File: config.mk
export PLATFORM = sky130hd
export DESIGN_NAME = i2c_slave_regs
export DESIGN_NICKNAME = d
export VERILOG_FILES = /design/src/rtl/i2c_slave_regs.sv
export SDC_FILE = /design/constraint.sdc
export NUM_CORES = 1
export LEC_CHECK = 0
export CAP_MARGIN = 20
export CORE_MARGIN = 2
export CORE_UTILIZATION = 44
export CTS_BUF_LIST = sky130_fd_sc_hd__clkbuf_8
export DETAILED_ROUTE_END_ITERATION = 6
export GPL_TIMING_DRIVEN = 0
export SLEW_MARGIN = 30
export SYNTH_ARGS = -nofsm -noshare
export SYNTH_HDL_FRONTEND = slang
export SYNTH_SLANG_ARGS = --single-unit
export TNS_END_PERCENT = 30
File: constraint.sdc
create_clock -name clock -period 5.35 [get_ports clock]
set_input_delay 0.535 -clock clock [delete_from_list [all_inputs] [get_ports clock]]
set_output_delay 0.535 -clock clock [all_outputs]
set_load 0.03 [all_outputs]
File: src/rtl/i2c_slave_regs.sv
// I2C target with a 2^AW-byte register bank; pointer byte then data, auto-incrementing.
// Optional 3-sample majority glitch filter on SCL/SDA when I2C_SLAVE_GLITCH_FILTER_EN is defined.
module i2c_slave_regs #(
    parameter logic [6:0] SLAVE_ADDR  = 7'h42,
    parameter int         AW          = 4,
    parameter int         SYNC_STAGES = 2
) (
    input  logic          clock,
    input  logic          reset_n,
    input  logic          scl_i,
    input  logic          sda_i,
    output logic          sda_oe,
    input  logic [AW-1:0] host_addr,
    input  logic          host_we,
    input  logic [7:0]    host_wdata,
    output logic [7:0]    host_rdata,
    output logic          wr_pulse,
    output logic [AW-1:0] wr_addr,
    output logic          busy,
    output logic [3:0]    state
);

    typedef enum logic [3:0] {
        S_IDLE      = 4'd0,
        S_ADDR      = 4'd1,
        S_ADDR_ACK  = 4'd2,
        S_PTR       = 4'd3,
        S_PTR_ACK   = 4'd4,
        S_WDATA     = 4'd5,
        S_WDATA_ACK = 4'd6,
        S_RDATA     = 4'd7,
        S_RACK      = 4'd8,
        S_RWAIT     = 4'd9
    } state_t;

    localparam logic [AW-1:0] PTR_ONE = AW'(1);

    logic [SYNC_STAGES-1:0] scl_sync, sda_sync;
    logic                   scl_s, sda_s, scl_f, sda_f, scl_d, sda_d;
    logic                   scl_rise, scl_fall, start_c, stop_c;

    state_t         st;
    logic [3:0]     bit_cnt;
    logic [7:0]     shift;
    logic [7:0]     rx_byte;
    logic [AW-1:0]  ptr;
    logic [AW-1:0]  ptr_next;
    logic           drive;
    logic           ack_on;
    logic           rw;
    logic [7:0]     regs [1 << AW];

    always_ff @(posedge clock) begin
        if (!reset_n) begin
            scl_sync <= '1;
            sda_sync <= '1;
        end else begin
            scl_sync <= {scl_sync[SYNC_STAGES-2:0], scl_i};
            sda_sync <= {sda_sync[SYNC_STAGES-2:0], sda_i};
        end
    end

    assign scl_s = scl_sync[SYNC_STAGES-1];
    assign sda_s = sda_sync[SYNC_STAGES-1];

`ifdef I2C_SLAVE_GLITCH_FILTER_EN
    logic [2:0] scl_win, sda_win;

    always_ff @(posedge clock) begin
        if (!reset_n) begin
            scl_win <= '1;
            sda_win <= '1;
        end else begin
            scl_win <= {scl_win[1:0], scl_s};
            sda_win <= {sda_win[1:0], sda_s};
        end
    end

    // A single-clock pulse occupies only one window slot, so the majority never flips.
    assign scl_f = (scl_win[0] & scl_win[1]) | (scl_win[1] & scl_win[2]) | (scl_win[0] & scl_win[2]);
    assign sda_f = (sda_win[0] & sda_win[1]) | (sda_win[1] & sda_win[2]) | (sda_win[0] & sda_win[2]);
`else
    assign scl_f = scl_s;
    assign sda_f = sda_s;
`endif

    always_ff @(posedge clock) begin
        if (!reset_n) begin
            scl_d <= 1'b1;
            sda_d <= 1'b1;
        end else begin
            scl_d <= scl_f;
            sda_d <= sda_f;
        end
    end

    assign scl_rise = scl_f & ~scl_d;
    assign scl_fall = ~scl_f & scl_d;
    assign start_c  = scl_f & scl_d & sda_d & ~sda_f;
    assign stop_c   = scl_f & scl_d & ~sda_d & sda_f;

    assign rx_byte    = {shift[6:0], sda_f};
    assign ptr_next   = ptr + PTR_ONE;
    assign host_rdata = regs[host_addr];
    assign state      = st;
    // Gated by reset so the bus is freed in the same cycle reset is asserted.
    assign sda_oe     = drive & reset_n;

    // NOTE: all state below uses non-blocking assignments so every register samples
    // the pre-edge values; blocking here would make later statements see updated values.
    always_ff @(posedge clock) begin
        if (!reset_n) begin
            st       <= S_IDLE;
            bit_cnt  <= '0;
            shift    <= '0;
            ptr      <= '0;
            drive    <= 1'b0;
            ack_on   <= 1'b0;
            rw       <= 1'b0;
            busy     <= 1'b0;
            wr_pulse <= 1'b0;
            wr_addr  <= '0;
            // NOTE: the bank must read back as zero after reset, so it is cleared here;
            // this rules out mapping it onto a RAM macro without reset.
            for (int i = 0; i < (1 << AW); i++) regs[i] <= '0;
        end else begin
            wr_pulse <= 1'b0;
            // Host write first: a same-cycle I2C write below overrides it.
            if (host_we) regs[host_addr] <= host_wdata;

            if (start_c) begin
                st      <= S_ADDR;
                bit_cnt <= '0;
                drive   <= 1'b0;
                ack_on  <= 1'b0;
                busy    <= 1'b0;
            end else if (stop_c) begin
                st     <= S_IDLE;
                drive  <= 1'b0;
                ack_on <= 1'b0;
                busy   <= 1'b0;
            end else begin
                case (st)
                    S_ADDR: if (scl_rise) begin
                        shift   <= rx_byte;
                        bit_cnt <= bit_cnt + 4'd1;
                        if (bit_cnt == 4'd7) begin
                            if (rx_byte[7:1] == SLAVE_ADDR) begin
                                st     <= S_ADDR_ACK;
                                busy   <= 1'b1;
                                rw     <= rx_byte[0];
                                ack_on <= 1'b0;
                            end else begin
                                st <= S_IDLE;
                            end
                        end
                    end

                    S_ADDR_ACK, S_PTR_ACK, S_WDATA_ACK: if (scl_fall) begin
                        if (!ack_on) begin
                            drive  <= 1'b1;
                            ack_on <= 1'b1;
                        end else begin
                            drive   <= 1'b0;
                            ack_on  <= 1'b0;
                            bit_cnt <= '0;
                            if (st == S_ADDR_ACK && rw) begin
                                st    <= S_RDATA;
                                shift <= regs[ptr];
                                drive <= ~regs[ptr][7];
                            end else if (st == S_ADDR_ACK) begin
                                st <= S_PTR;
                            end else begin
                                st <= S_WDATA;
                            end
                        end
                    end

                    S_PTR: if (scl_rise) begin
                        shift   <= rx_byte;
                        bit_cnt <= bit_cnt + 4'd1;
                        if (bit_cnt == 4'd7) begin
                            ptr    <= rx_byte[AW-1:0];
                            st     <= S_PTR_ACK;
                            ack_on <= 1'b0;
                        end
                    end

                    S_WDATA: if (scl_rise) begin
                        shift   <= rx_byte;
                        bit_cnt <= bit_cnt + 4'd1;
                        if (bit_cnt == 4'd7) begin
                            regs[ptr] <= rx_byte;
                            wr_pulse  <= 1'b1;
                            wr_addr   <= ptr;
                            ptr       <= ptr_next;
                            st        <= S_WDATA_ACK;
                            ack_on    <= 1'b0;
                        end
                    end

                    // bit_cnt counts master samples; 0 on a fall means the first bit is still pending.
                    S_RDATA: begin
                        if (scl_rise) begin
                            bit_cnt <= bit_cnt + 4'd1;
                        end else if (scl_fall) begin
                            if (bit_cnt == 4'd0) begin
                                drive <= ~shift[7];
                            end else if (bit_cnt == 4'd8) begin
                                drive <= 1'b0;
                                st    <= S_RACK;
                            end else begin
                                shift <= {shift[6:0], 1'b0};
                                drive <= ~shift[6];
                            end
                        end
                    end

                    S_RACK: if (scl_rise) begin
                        if (!sda_f) begin
                            ptr     <= ptr_next;
                            shift   <= regs[ptr_next];
                            bit_cnt <= '0;
                            st      <= S_RDATA;
                        end else begin
                            st <= S_RWAIT;
                        end
                    end

                    default: ;
                endcase
            end
        end
    end

endmodule
# Yosys cells after proc, flatten, opt, wreduce, memory -nomap -nowiden
# Memories as Yosys holds them, arrays and structs flattened. A register that Yosys moved wholly into a read port is not among the register bits.
# Cells that the tools add are included.
[totals]
register_bits = 35
latchBits = 0
ram_bits = 128
romBits = 0
in_bits = 17
out_inout_bits = 19
word_cells = 187
mem_count = 1
[op_classes]
n_addsub = 2
mul = 0
div = 0
n_lt_le_gt_ge = 0
eq_ne = 45
shift = 0
mux = 79
bitwise = 18
n_reduce_logical = 27
[memory_table]
columns = ["memory", "depth", "width", "rd", "rd_ports_with_merged_regs", "wr", "line_no", "rtl"]
rows = [
  ["regs", 16, 8, 3, 1, 16, "51", "logic [7:0] regs [1 << AW];"],
]
[op_table]
columns = ["cell", "count"]
rows = [
  ["4-bit 2-to-1 mux", 29],
  ["8-bit 2-to-1 mux", 12],
  ["4-bit != test, second input constant", 13],
  ["2-bit != test, second input constant", 17],
  ["8-bit case mux with 4 select lines", 1],
  ["1-bit 2-to-1 mux", 29],
  ["14-bit AND reduction", 2],
  ["4-bit case mux with 3 select lines", 2],
  ["4-bit case mux with 6 select lines", 1],
  ["4-bit by 3-bit == test with 1-bit output, second input constant", 5],
  ["8-bit OR reduction", 2],
  ["7-bit AND reduction", 2],
  ["13-bit AND reduction", 1],
  ["1-bit NOT", 10],
  ["9-bit AND reduction", 1],
  ["3-bit nonzero test", 3],
  ["3-bit OR reduction", 3],
  ["4-bit by 1-bit adder with 4-bit output, second input constant", 2],
  ["1-bit AND", 8],
  ["4-bit by 2-bit == test with 1-bit output, second input constant", 2],
  ["4-bit == test, second input constant", 2],
  ["2-bit by 1-bit != test with 1-bit output, second input constant", 4],
  ["4-bit AND reduction", 2],
  ["8-bit nonzero test", 1],
  ["other kinds (15)", 17],
]

# Logic depth before layout (Yosys ltp)
# Gate-level depths: netlist (run 1).
[logic_depth]
ltp_word = 10
ltp_mapped = 11
depth_no_buf = 8

# Worst setup path after synthesis (run 1)
# Ideal clock, no wire load.
[synth_timing]
path_type = "reg2reg"
from = "register ptr[0]"
to = "register shift[0]"
arrival_ns = 2.727
t_required_ns = 5.233
setup_slack_ns = 2.505
stages_incl_launch_ff = 12
path_buffers = 4
period_less_slack_ns = 2.845
cell_sequence = "dfxtp_1 buf_2 buf_1 inv_1 ha_1 buf_6 buf_2 mux4_2 mux2i_1 o22a_1 o21ai_0 a32o_1"
[synth_between]
elab_chain_cells = 5
[synth_lines]
columns = ["element", "line_no", "rtl"]
rows = [
  ["from (decl)", "46", "logic [AW-1:0] ptr;"],
  ["from (signal assigned)", "183", "ptr <= rx_byte[AW-1:0];"],
  ["from (signal assigned)", "196", "ptr <= ptr_next;"],
  ["from (signal assigned)", "221", "ptr <= ptr_next;"],
  ["4-bit by 1-bit adder with 4-bit output", "103", "assign ptr_next = ptr + PTR_ONE;"],
  ["memory 16 x 8 bit", "-", ""],
  ["8-bit 2-to-1 mux", "220", "if (!sda_f) begin"],
  ["8-bit 2-to-1 mux", "219", "S_RACK: if (scl_rise) begin"],
  ["8-bit case mux with 4 select lines", "143", "case (st)"],
  ["to (signal assigned)", "145", "shift <= rx_byte;"],
  ["to (signal assigned)", "213", "shift <= {shift[6:0], 1'b0};"],
  ["to (signal assigned)", "222", "shift <= regs[ptr_next];"],
  ["to (decl)", "44", "logic [7:0] shift;"],
]
# No other way between the ends. The select of a mux whose other input is x is not followed.
# A chain may end at the register's enable or synchronous reset.

# Worst setup path in the final report (run 1)
[layout_timing]
from = "input port reset_n"
to = "output port sda_oe"
[layout_between]
elab_chain_cells = 1
[layout_lines]
columns = ["element", "line_no", "rtl"]
rows = [
  ["from (decl)", "9", "input logic reset_n,"],
  ["1-bit AND", "107", "assign sda_oe = drive & reset_n;"],
  ["to (decl)", "12", "output logic sda_oe,"],
]
# No other way between the ends.

==> results of run 1 <==
-- critical path: cells and delay by family --
kind / cells / cell delay [ns]
buffers and inverters: 5 / 2.73
AND/OR/NAND/NOR: 1 / 0.20
-- power groups by stage --
stage	logic [W]	registers (W)	clock network, W
CTS	0.000320	0.00152	0.000923
detailed placement	0.000319	0.00155	0
global route	0.000335	0.00153	0.000973
global placement	0.000319	0.00154	0
floorplan	0.000212	0.00151	0
finish	0.000326	0.00152	0.000925
-- how the worst min path moves through the flow --
stage / endpoint / start / slack, ns / cells past startpoint
floorplan: scl_sync[1] / scl_sync[0] / 0.39 / 1
global placement: sda_sync[1] / sda_sync[0] / 0.39 / 1
detailed placement: scl_sync[1] / scl_sync[0] / 0.40 / 1
CTS: scl_sync[1] / scl_sync[0] / 0.42 / 1
global route: sda_sync[1] / sda_sync[0] / 0.45 / 1
finish: scl_sync[1] / scl_sync[0] / 0.42 / 1
-- sequential cells by signal, summed over array words and instances, names as in the netlist, 2 cells and up, named ones only --
register,count
bit_cnt,4
state,4
ptr,4
wr_addr,4
shift,8
sda_sync,2
regs,128
scl_sync,2
-- area by class of cell --
| cell class | instances | area (µm²) | area share [%] |
|---|---|---|---|
| multi-input cells | 828 | 6220 | 49.9 |
| flip-flops and latches | 167 | 4620 | 37.0 |
| plain buffers | 105 | 577 | 4.62 |
| well taps | 335 | 419 | 3.36 |
| clock buffers | 17 | 234 | 1.87 |
| repair buffers | 23 | 230 | 1.84 |
| clock inverters | 15 | 139 | 1.11 |
| inverters | 9 | 33.8 | 0.271 |
-- per-stage QoR --
step	hold WS (ns)	setup WS [ns]	util (%)	power, W
floorplan	0.386	2.51	-	0.00172
global placement	0.392	1.39	46.8	0.00186
detailed placement	0.397	1.42	46.9	0.00186
CTS	0.424	1.41	48.3	0.00276
global route	0.447	1.28	48.3	0.00283
finish	0.423	1.35	48.3	0.00277
-- metal layers --
metal	vias up	global-route usage, %	part of all wire [%]
li1	4217	-	-
met1	4655	42.7	40
met2	669	44.4	43
met3	119	6.09	11
met4	0	15.6	5.3
met5	-	0	0
-- cells by family after synthesis --
logic type	share of synthesized area [%]
buffers and inverters	5.33
adder cells (fa/ha/maj)	0.656
XOR/XNOR	0.372
multiplexers	23.5
AO/OA/AOI/OAI	12.4
AND/OR/NAND/NOR	17.3
flip-flops	40.4
-- cells in the mapped netlist (all sizes together), types with 3 or more instances --
cell type  number
nor3            9
a211o           5
a32oi           3
a221oi          4
a31oi           5
nand4           3
and4b           3
mux2i          37
o21ai         155
mux4           98
nor2b          16
buf            59
edfxtp        128
a32o            7
o22ai           8
nand2b         10
a22oi           7
mux2            5
clkbuf         45
or3b           16
and2            5
a211oi          5
and3            4
a21oi          15
xnor2           3
nand2         288
nor2           58
a21boi          4
inv             9
o211ai          8
dfxtp          39
nand3          10
o21a            3
ha              6
==> impl_metrics.py, run 1 <==
metrics = {
    "outcome": {
        "status": "complete, no violations",
    },
    "clock_network": {
        "cts_root_buf": "clkbuf_8",
        "htreeDepth": 4,
        "clock_sinks": 167,
        "numCtsBuffers": 17,
        "post_cts_resized": 0,
        "path_clk_slew_ns": 0.11,
        "post_cts.repair.setup_buffers": 0,
        "cts_hold_buffers": 0,
        "cts.path.max_buffers": 2,
        "cts_tree": "yes",
        "clk_latency_ns": 0.50,
    },
    "worst_setup_path": {
        "r2r_slack_ns": 1.55,
        "max_stage_delay_ns": 0.66,
        "crit_path_end": "sda_oe",
        "ff2ff_path_depth": 11,
        "slowest_stage": "clkdlybuf4s50_1",
        "path_common_cell": "clkbuf_1",
        "worst_ep_required_time_ns": 4.82,
        "startpoint": "reset_n",
        "arrival_ns": 3.47,
        "critPathKind": "input pin to primary output",
        "reg2reg_from": "ptr[0]",
        "crit_fanout": 10,
        "end_kind": "primary output",
        "critPathLaunchType": "input pin",
        "crit_path_cell_trace": "clkdlybuf4s50_1, clkbuf_1, clkbuf_1, clkbuf_1, and2_1, clkdlybuf4s50_1",
        "r2r-end": "shift[0]",
    },
    "yosys": {
        "yosysSeqAreaShare_pct": 40.4,
        "synth_nets": 1132,
        "synth_area_leaders": "edfxtp_1 34%, mux4_2 16%, nand2_1 9.4%, dfxtp_1 6.8%, o21ai_0 5.9%",
        "avgSynthCellArea_um2": 10.3,
        "yosys_warnings": 0,
        "synth_edf_count": 128,
        "synth.distinct_cells": 75,
        "synthesis.instances": 1109,
        "netlist_area_um2": 11400,
        "synthArstFlopShare_pct": 0,
        "synth_top_area_share_pct": 33.6,
        "synth_area_leader_cell": "edfxtp_1",
        "ys_ff_latch": 167,
        "synthFlopType": "edfxtp_1",
    },
    "global_routing": {
        "grt_pass1_vias": 8769,
        "antenna_found_initial": 0,
        "grt_usage_pct": 30.3,
        "grt_pass1_wl_um": 58500,
        "grt-ovfl-total": 0,
        "grt_max_degree": 17,
    },
    "sta": {
        "hold_violations": 0,
        "skew_ns": 0.0246,
        "period_share_pct": 74.8,
        "max_freq_ghz": 0.250,
        "tightestPinTransition_ns": 0.946,
        "rsz0062_at_grt": "no",
        "drv_slew": 0,
        "min_period_ns": 4.00,
        "setup_tns_ns": 0,
        "relSlewSlack_pct": 36.9,
        "report.final.setup_viol": 0,
    },
    "floorplanning": {
        "fp.dieArea_um2": 27300,
        "dieWidth_um": 165,
        "start_util_pct": 44.3,
        "die_y_um": 165,
        "fp.coreArea_um2": 25800,
        "ios": 36,
        "num_rows": 59,
    },
    "placed_design": {
        "place_area_um2": 12100,
        "placed_cells": 1467,
        "hpwlAfterDp_um": 30100,
        "io_buffers": 23,
        "place_congestion": 1.01,
    },
    "final_layout": {
        "final_nets": 1174,
        "layout_commonest_cell": "nand2_1",
        "area_growth_pct": 9.02,
        "fin_area_um2": 12500,
        "fill_cells": 2405,
        "drive_gt1_share_pct": 17.6,
        "antenna_cells": 0,
        "final_cell_mix": "287 x nand2_1, 134 x o21ai_0, 128 x edfxtp_1",
        "stdcell_count": 1499,
    },
    "routing": {
        "vias": 9660,
        "drt-wirelength-per-cell_um": 26.9,
        "drc": 0,
        "finalWirelength_um": 40300,
        "vias_per_cell": 6.44,
        "drtIter0Drc": 1413,
        "firstDrtPassIters": 5,
        "route.antenna.remaining_nets": 0,
    },
    "power": {
        "pwr-share-seq_pct": 54.9,
        "p_switching_w": 0.000799,
        "ir_drop_mv": 0.163,
        "power.density_nw_per_um2": 222,
        "p_int_w": 0.00197,
        "p_clk_share_pct": 33.3,
        "p_sw_share_pct": 28.8,
        "p_leak_nw": 3.80,
        "power_frac_comb_pct": 11.7,
    },
    "flow_run": {
        "drv_cap": 0,
    },
    "min_path": {
        "hold_path.class": "register to register",
    },
}
Power figures use the tool's default switching activity.
==> inputs of run 2 (changes only) <==
Clock period 5.35 ns to 4.1 ns, I/O delays scaled along.
==> results of run 2 <==
Same layout as run 1 (identical final DEF). Status: complete, no violations.
Main changes from that run: setup slack after placement 1.42 ns -> 0.354 ns; setup slack after layout 1.35 ns -> 0.300 ns; start point of the critical path reset_n -> ptr[0]; end point of the critical path sda_oe -> shift[0]; register-to-register setup slack 1.55 ns -> 0.30 ns; total power 0.00277 W -> 0.00362 W; worst IR drop on VDD 0.163 mV -> 0.213 mV
==> inputs of run 3 (changes only) <==
Settings changed: PLACE_DENSITY set to 0.66.
==> impl_metrics.py, run 3 (same netlist as run 1, synthesis figures left out) <==
metrics = {
    "sta": {
        "setup_tns_ns": 0,
        "relSlewSlack_pct": 37.0,
        "drv_slew": 0,
        "period_share_pct": 91.2,
        "min_period_ns": 3.74,
        "whs_ns": 0.424,
        "rsz0062_at_grt": "no",
        "max_freq_ghz": 0.267,
        "skew_ns": 0.0288,
        "report.final.setup_viol": 0,
        "hold_violations": 0,
        "tightestPinTransition_ns": 0.946,
    },
    "global_routing": {
        "antenna_found_initial": 1,
        "grt-ovfl-total": 0,
        "grt_pass1_vias": 9208,
        "grt_pass1_wl_um": 58000,
        "grt_max_degree": 19,
        "grt_usage_pct": 29.8,
    },
    "worst_setup_path": {
        "crit_fanout": 10,
        "crit_path_cell_trace": "buf_2, buf_1, inv_1, ha_1, buf_6, buf_2, mux4_2, mux2i_1, o22a_1, o21ai_0, a32o_1",
        "slowest_stage": "buf_1",
        "startpoint": "ptr[0]",
        "ff2ff_path_depth": 11,
        "max_stage_delay_ns": 0.60,
        "path_common_cell": "buf_2",
        "reg2reg_from": "ptr[0]",
        "r2r-end": "shift[0]",
        "arrival_ns": 4.12,
        "end_kind": "register",
        "worst_ep_required_time_ns": 4.48,
        "critPathKind": "register to register",
        "critPathLaunchType": "register",
        "r2r_slack_ns": 0.36,
    },
    "final_layout": {
        "regMostFlops": "regs",
        "final_cell_mix": "287 x nand2_1, 134 x o21ai_0, 128 x edfxtp_1",
        "top_regs": "regs: 128 flops, shift: 8 flops",
        "layout_commonest_cell": "nand2_1",
        "final_nets": 1174,
        "area_growth_pct": 9.37,
        "drive_gt1_share_pct": 17.9,
        "largest_reg_flops": 128,
        "fill_cells": 2338,
    },
    "clock_network": {
        "post_cts.repair.setup_buffers": 0,
        "htreeDepth": 4,
        "post_cts_resized": 0,
        "clock_sinks": 167,
        "path_clk_slew_ns": 0.10,
        "cts.path.max_buffers": 2,
        "cts_hold_buffers": 0,
        "clk_latency_ns": 0.49,
        "cts_tree": "yes",
        "cts_root_buf": "clkbuf_8",
        "numCtsBuffers": 17,
    },
    "routing": {
        "vias": 9834,
        "drc": 0,
        "vias_per_cell": 6.56,
        "finalWirelength_um": 39500,
        "route.antenna.remaining_nets": 0,
        "drt-wirelength-per-cell_um": 26.3,
        "firstDrtPassIters": 6,
        "drtIter0Drc": 1649,
    },
    "power": {
        "power.density_nw_per_um2": 291,
        "ir_drop_mv": 0.183,
        "p_leak_nw": 3.81,
    },
    "floorplanning": {
        "fp.coreArea_um2": 25800,
        "ios": 36,
        "dieWidth_um": 165,
        "num_rows": 59,
        "die_y_um": 165,
        "start_util_pct": 44.3,
        "fp.dieArea_um2": 27300,
    },
    "min_path": {
        "worstHoldStart": "scl_sync[0]",
        "holdPathEnd": "scl_sync[1]",
        "min_path_cells": 1,
        "hold_path.class": "register to register",
    },
    "outcome": {
        "status": "complete, no violations",
    },
    "placed_design": {
        "io_buffers": 23,
        "hpwlAfterDp_um": 29700,
        "place_congestion": 0.988,
    },
    "flow_run": {
        "drv_cap": 0,
    },
}
==> run 3: per-layer routing <==
| layer | wire, µm | global-route usage [%] |
|---|---|---|
| met5 | 0 | 0 |
| met2 | 17100 | 43.8 |
| met4 | 2180 | 16.2 |
| met1 | 14900 | 40.7 |
| met3 | 5260 | 7.34 |
==> run 3: worst max-delay path by stage <==
| stage | to | slack, ns | cells past startpoint |
|---|---|---|---|
| 2_1_floorplan | shift[0] | 1.26 | 11 |
| 3_3_place_gp | sda_oe | 0.41 | 6 |
| 3_5_place_dp | shift[0] | 0.41 | 11 |
| 4_1_cts | shift[0] | 0.39 | 11 |
| 5_1_grt | shift[0] | 0.24 | 11 |
| 6_report | shift[0] | 0.36 | 11 |
==> run 3: stage by stage <==
stage	total power [W]	cells	utilization (%)	setup WS [ns]	area (µm²)
after detailed placement	0.00243	1467	46.9	0.415	12100
after global routing	0.00374	1499	48.5	0.236	12500
after global placement	0.00242	1467	46.8	0.407	12100
final	0.00365	1500	48.5	0.359	12500
after CTS	0.00364	1499	48.5	0.388	12500
after floorplan	0.00224	1109	-	1.26	11400
==> run 3: layout make-up <==
type / instances / area (µm²) / area share, %
Tap cell: 335 / 419 / 3.35
Multi-Input combinational cell: 828 / 6220 / 49.7
Timing Repair Buffer: 23 / 230 / 1.84
Buffer: 105 / 577 / 4.61
Sequential cell: 167 / 4620 / 36.9
Clock buffer: 17 / 234 / 1.87
Clock inverter: 15 / 176 / 1.41
Inverter: 9 / 33.8 / 0.270
Antenna cell: 1 / 2.50 / 0.0200
==> run 3: power by group <==
group / total [W] / internal, W / switching, W
Sequential: 0.00199 / 0.00190 / 0.0000891
Combinational: 0.000422 / 0.000183 / 0.000238
Clock: 0.00124 / 0.000516 / 0.000724
Total: 0.00365 / 0.00260 / 0.00105
==> run 3: critical path: cells and delay by family (launching register included) <==
family                   cells  cell delay [ns]
multiplexers                 2             0.88
buffers and inverters        5             1.55
adder cells (fa/ha/maj)      1             0.33
AO/OA/AOI/OAI                3             0.51
flip-flops                   1             0.37
==> variant, RTL diff (flow settings as in run 1) <==
`SYNC_STAGES`: 2 -> 4.
--- a/src/rtl/i2c_slave_regs.sv
+++ b/src/rtl/i2c_slave_regs.sv
@@ -3,7 +3,7 @@
 module i2c_slave_regs #(
     parameter logic [6:0] SLAVE_ADDR  = 7'h42,
     parameter int         AW          = 4,
-    parameter int         SYNC_STAGES = 2
+    parameter int         SYNC_STAGES = 4
 ) (
     input  logic          clock,
     input  logic          reset_n,
Formal check against the unedited RTL: not equivalent (a bounded check fails within 4 cycles, from zero or initial values and one cycle with reset_n low).
==> variant against run 1 <==
Largest cell class unchanged; synthesized area is 2.7% higher; sequential cell count is 4 higher; die area is 2.6% higher; via count hardly changed; highest routed layer unchanged; first-iteration DRC count is 22% lower; routed wire length is 3.8% higher; the run now ends with design-rule violations left; fmax is 13% lower; sequential share of layout area is 0.33 points lower; final area is 2.7% higher; worst setup slack worse by 0.61 ns; synthesized cell count is 0.54% lower.
Power is not compared: it rests on default switching activity, and its combinational part moved more than twofold at a synthesized area within 25%.
==> variant: results (changes against run 1) <==
metric;value;unit;change
synth_edf_count;128;;unchanged
drc;3;;+3
slowest_stage;clkbuf_1;;
wirelength;41.82;mm;+3.8%
yosys.area_share.xor_xnor;0.002235;;-0.001481
cpPeakStageDelay;0.72;ns;+0.06 ns
track_usage;0.3034;;+0.0003896
nFillCells;2409;;+0.17%
grt_pass1_wl;61.01;mm;+4.2%
yosysSeqAreaShare;0.4001;;-0.003805
yosys.area_share.adder;0.006384;;-0.0001723
grt_pass1_vias;9177;;+4.7%
vias;9664;;+0.041%
violations;design-rule violations;;
finalNonFillerCells;1493;;-0.40%
synthCells;1103;;-0.54%
nets;1168;;-0.51%
pre_cts_ws;0.8986;ns;-0.5182 ns
worst_setup_path_startpoint;ptr[0]$_SDFFE_PN0P_;;
crit_arrival;4.97;ns;+1.50 ns
finalClockSkew;0.01795;ns;-0.006648 ns
synthTopCellsByArea;edfxtp_1 (33%), mux4_2 (20%), nand2_1 (9.0%);;
synth_common_cells;nand2_1 (281), edfxtp_1 (128), mux4_2 (103), o21ai_2 (72), o21ai_1 (57);;
synth_compound_area_frac;0.1303;;+0.006317
first_iter_violations;1106;;-22%
place_congestion;1.034;;+2.5%
grt_max_degree;19;;+2
ys_types;65;;-13%
clk_pin_slew;0.11;ns;about the same
muxShareOfSynthArea;0.2266;;-0.008849
min_from;sda_sync[0]$_SDFF_PN1_;;
first_pass_iters;7;;+2
status;finished with violations;;
leakage;4.097;nW;
irDropWorstVdd;0.1280;mV;
slew-limit-headroom;0.3832;;+0.01396
dp_hpwl;30.48;mm;+1.2%
cp_max_fo;10;;unchanged
drive_gt1_frac;0.2522;;+0.07604
==> variant: final cells by class <==
type	instances	area share
clock inverters	15	0.01162
flip-flops and latches	171	0.3672
inverters	10	0.002929
repair buffers	23	0.01797
clock buffers	17	0.01826
well taps	335	0.03271
plain buffers	119	0.05859
multi-input cells	803	0.4908
==> variant: final timing paths <==
check | endpoint | slack [ns] | cells after the start
max | shift[4]$_SDFFE_PN0P_ | 0.74 | 11
max reg2reg | shift[4]$_SDFFE_PN0P_ | 0.74 | 11
min reg2reg | sda_sync[1]$_SDFF_PN1_ | 0.41 | 1
min | sda_sync[1]$_SDFF_PN1_ | 0.41 | 1
==> variant: metal layers <==
layer / GRT usage / vias up / wire [um]
li1: - / 4185 / -
met1: 0.4145 / 4668 / 16150
met2: 0.4548 / 688 / 18500
met3: 0.07020 / 123 / 4929
met4: 0.1561 / 0 / 2244
met5: 0 / - / 0
==> variant: power groups by stage <==
| stage | Sequential (mW) | Clock, mW | Combinational [mW] |
|---|---|---|---|
| finish | 1.60 | 0.932 | 0.788 |
| global route | 1.61 | 0.977 | 0.829 |
| CTS | 1.59 | 0.926 | 0.774 |
| detailed placement | 1.62 | 0 | 0.770 |
| global placement | 1.62 | 0 | 0.768 |
| floorplan | 1.59 | 0 | 0.500 |
==> variant: logic make-up (layout without fill, tap and decap cells) <==
logic type	count (synthesis)	in the layout
buffers and inverters	129	184
and+or+nand+nor	439	439
xor gates and xnor gates	3	3
muxes	137	137
adders and majority gates	6	6
AOI/OAI and AO/OA	218	218
DFF	171	171
==> variant: per-stage QoR <==
stage / power (mW) / instance area, um2
6_report: 3.323 / 12810
3_5_place_dp: 2.393 / 12430
5_1_grt: 3.413 / 12810
4_1_cts: 3.293 / 12810
2_1_floorplan: 2.090 / 11760
3_3_place_gp: 2.390 / 12410
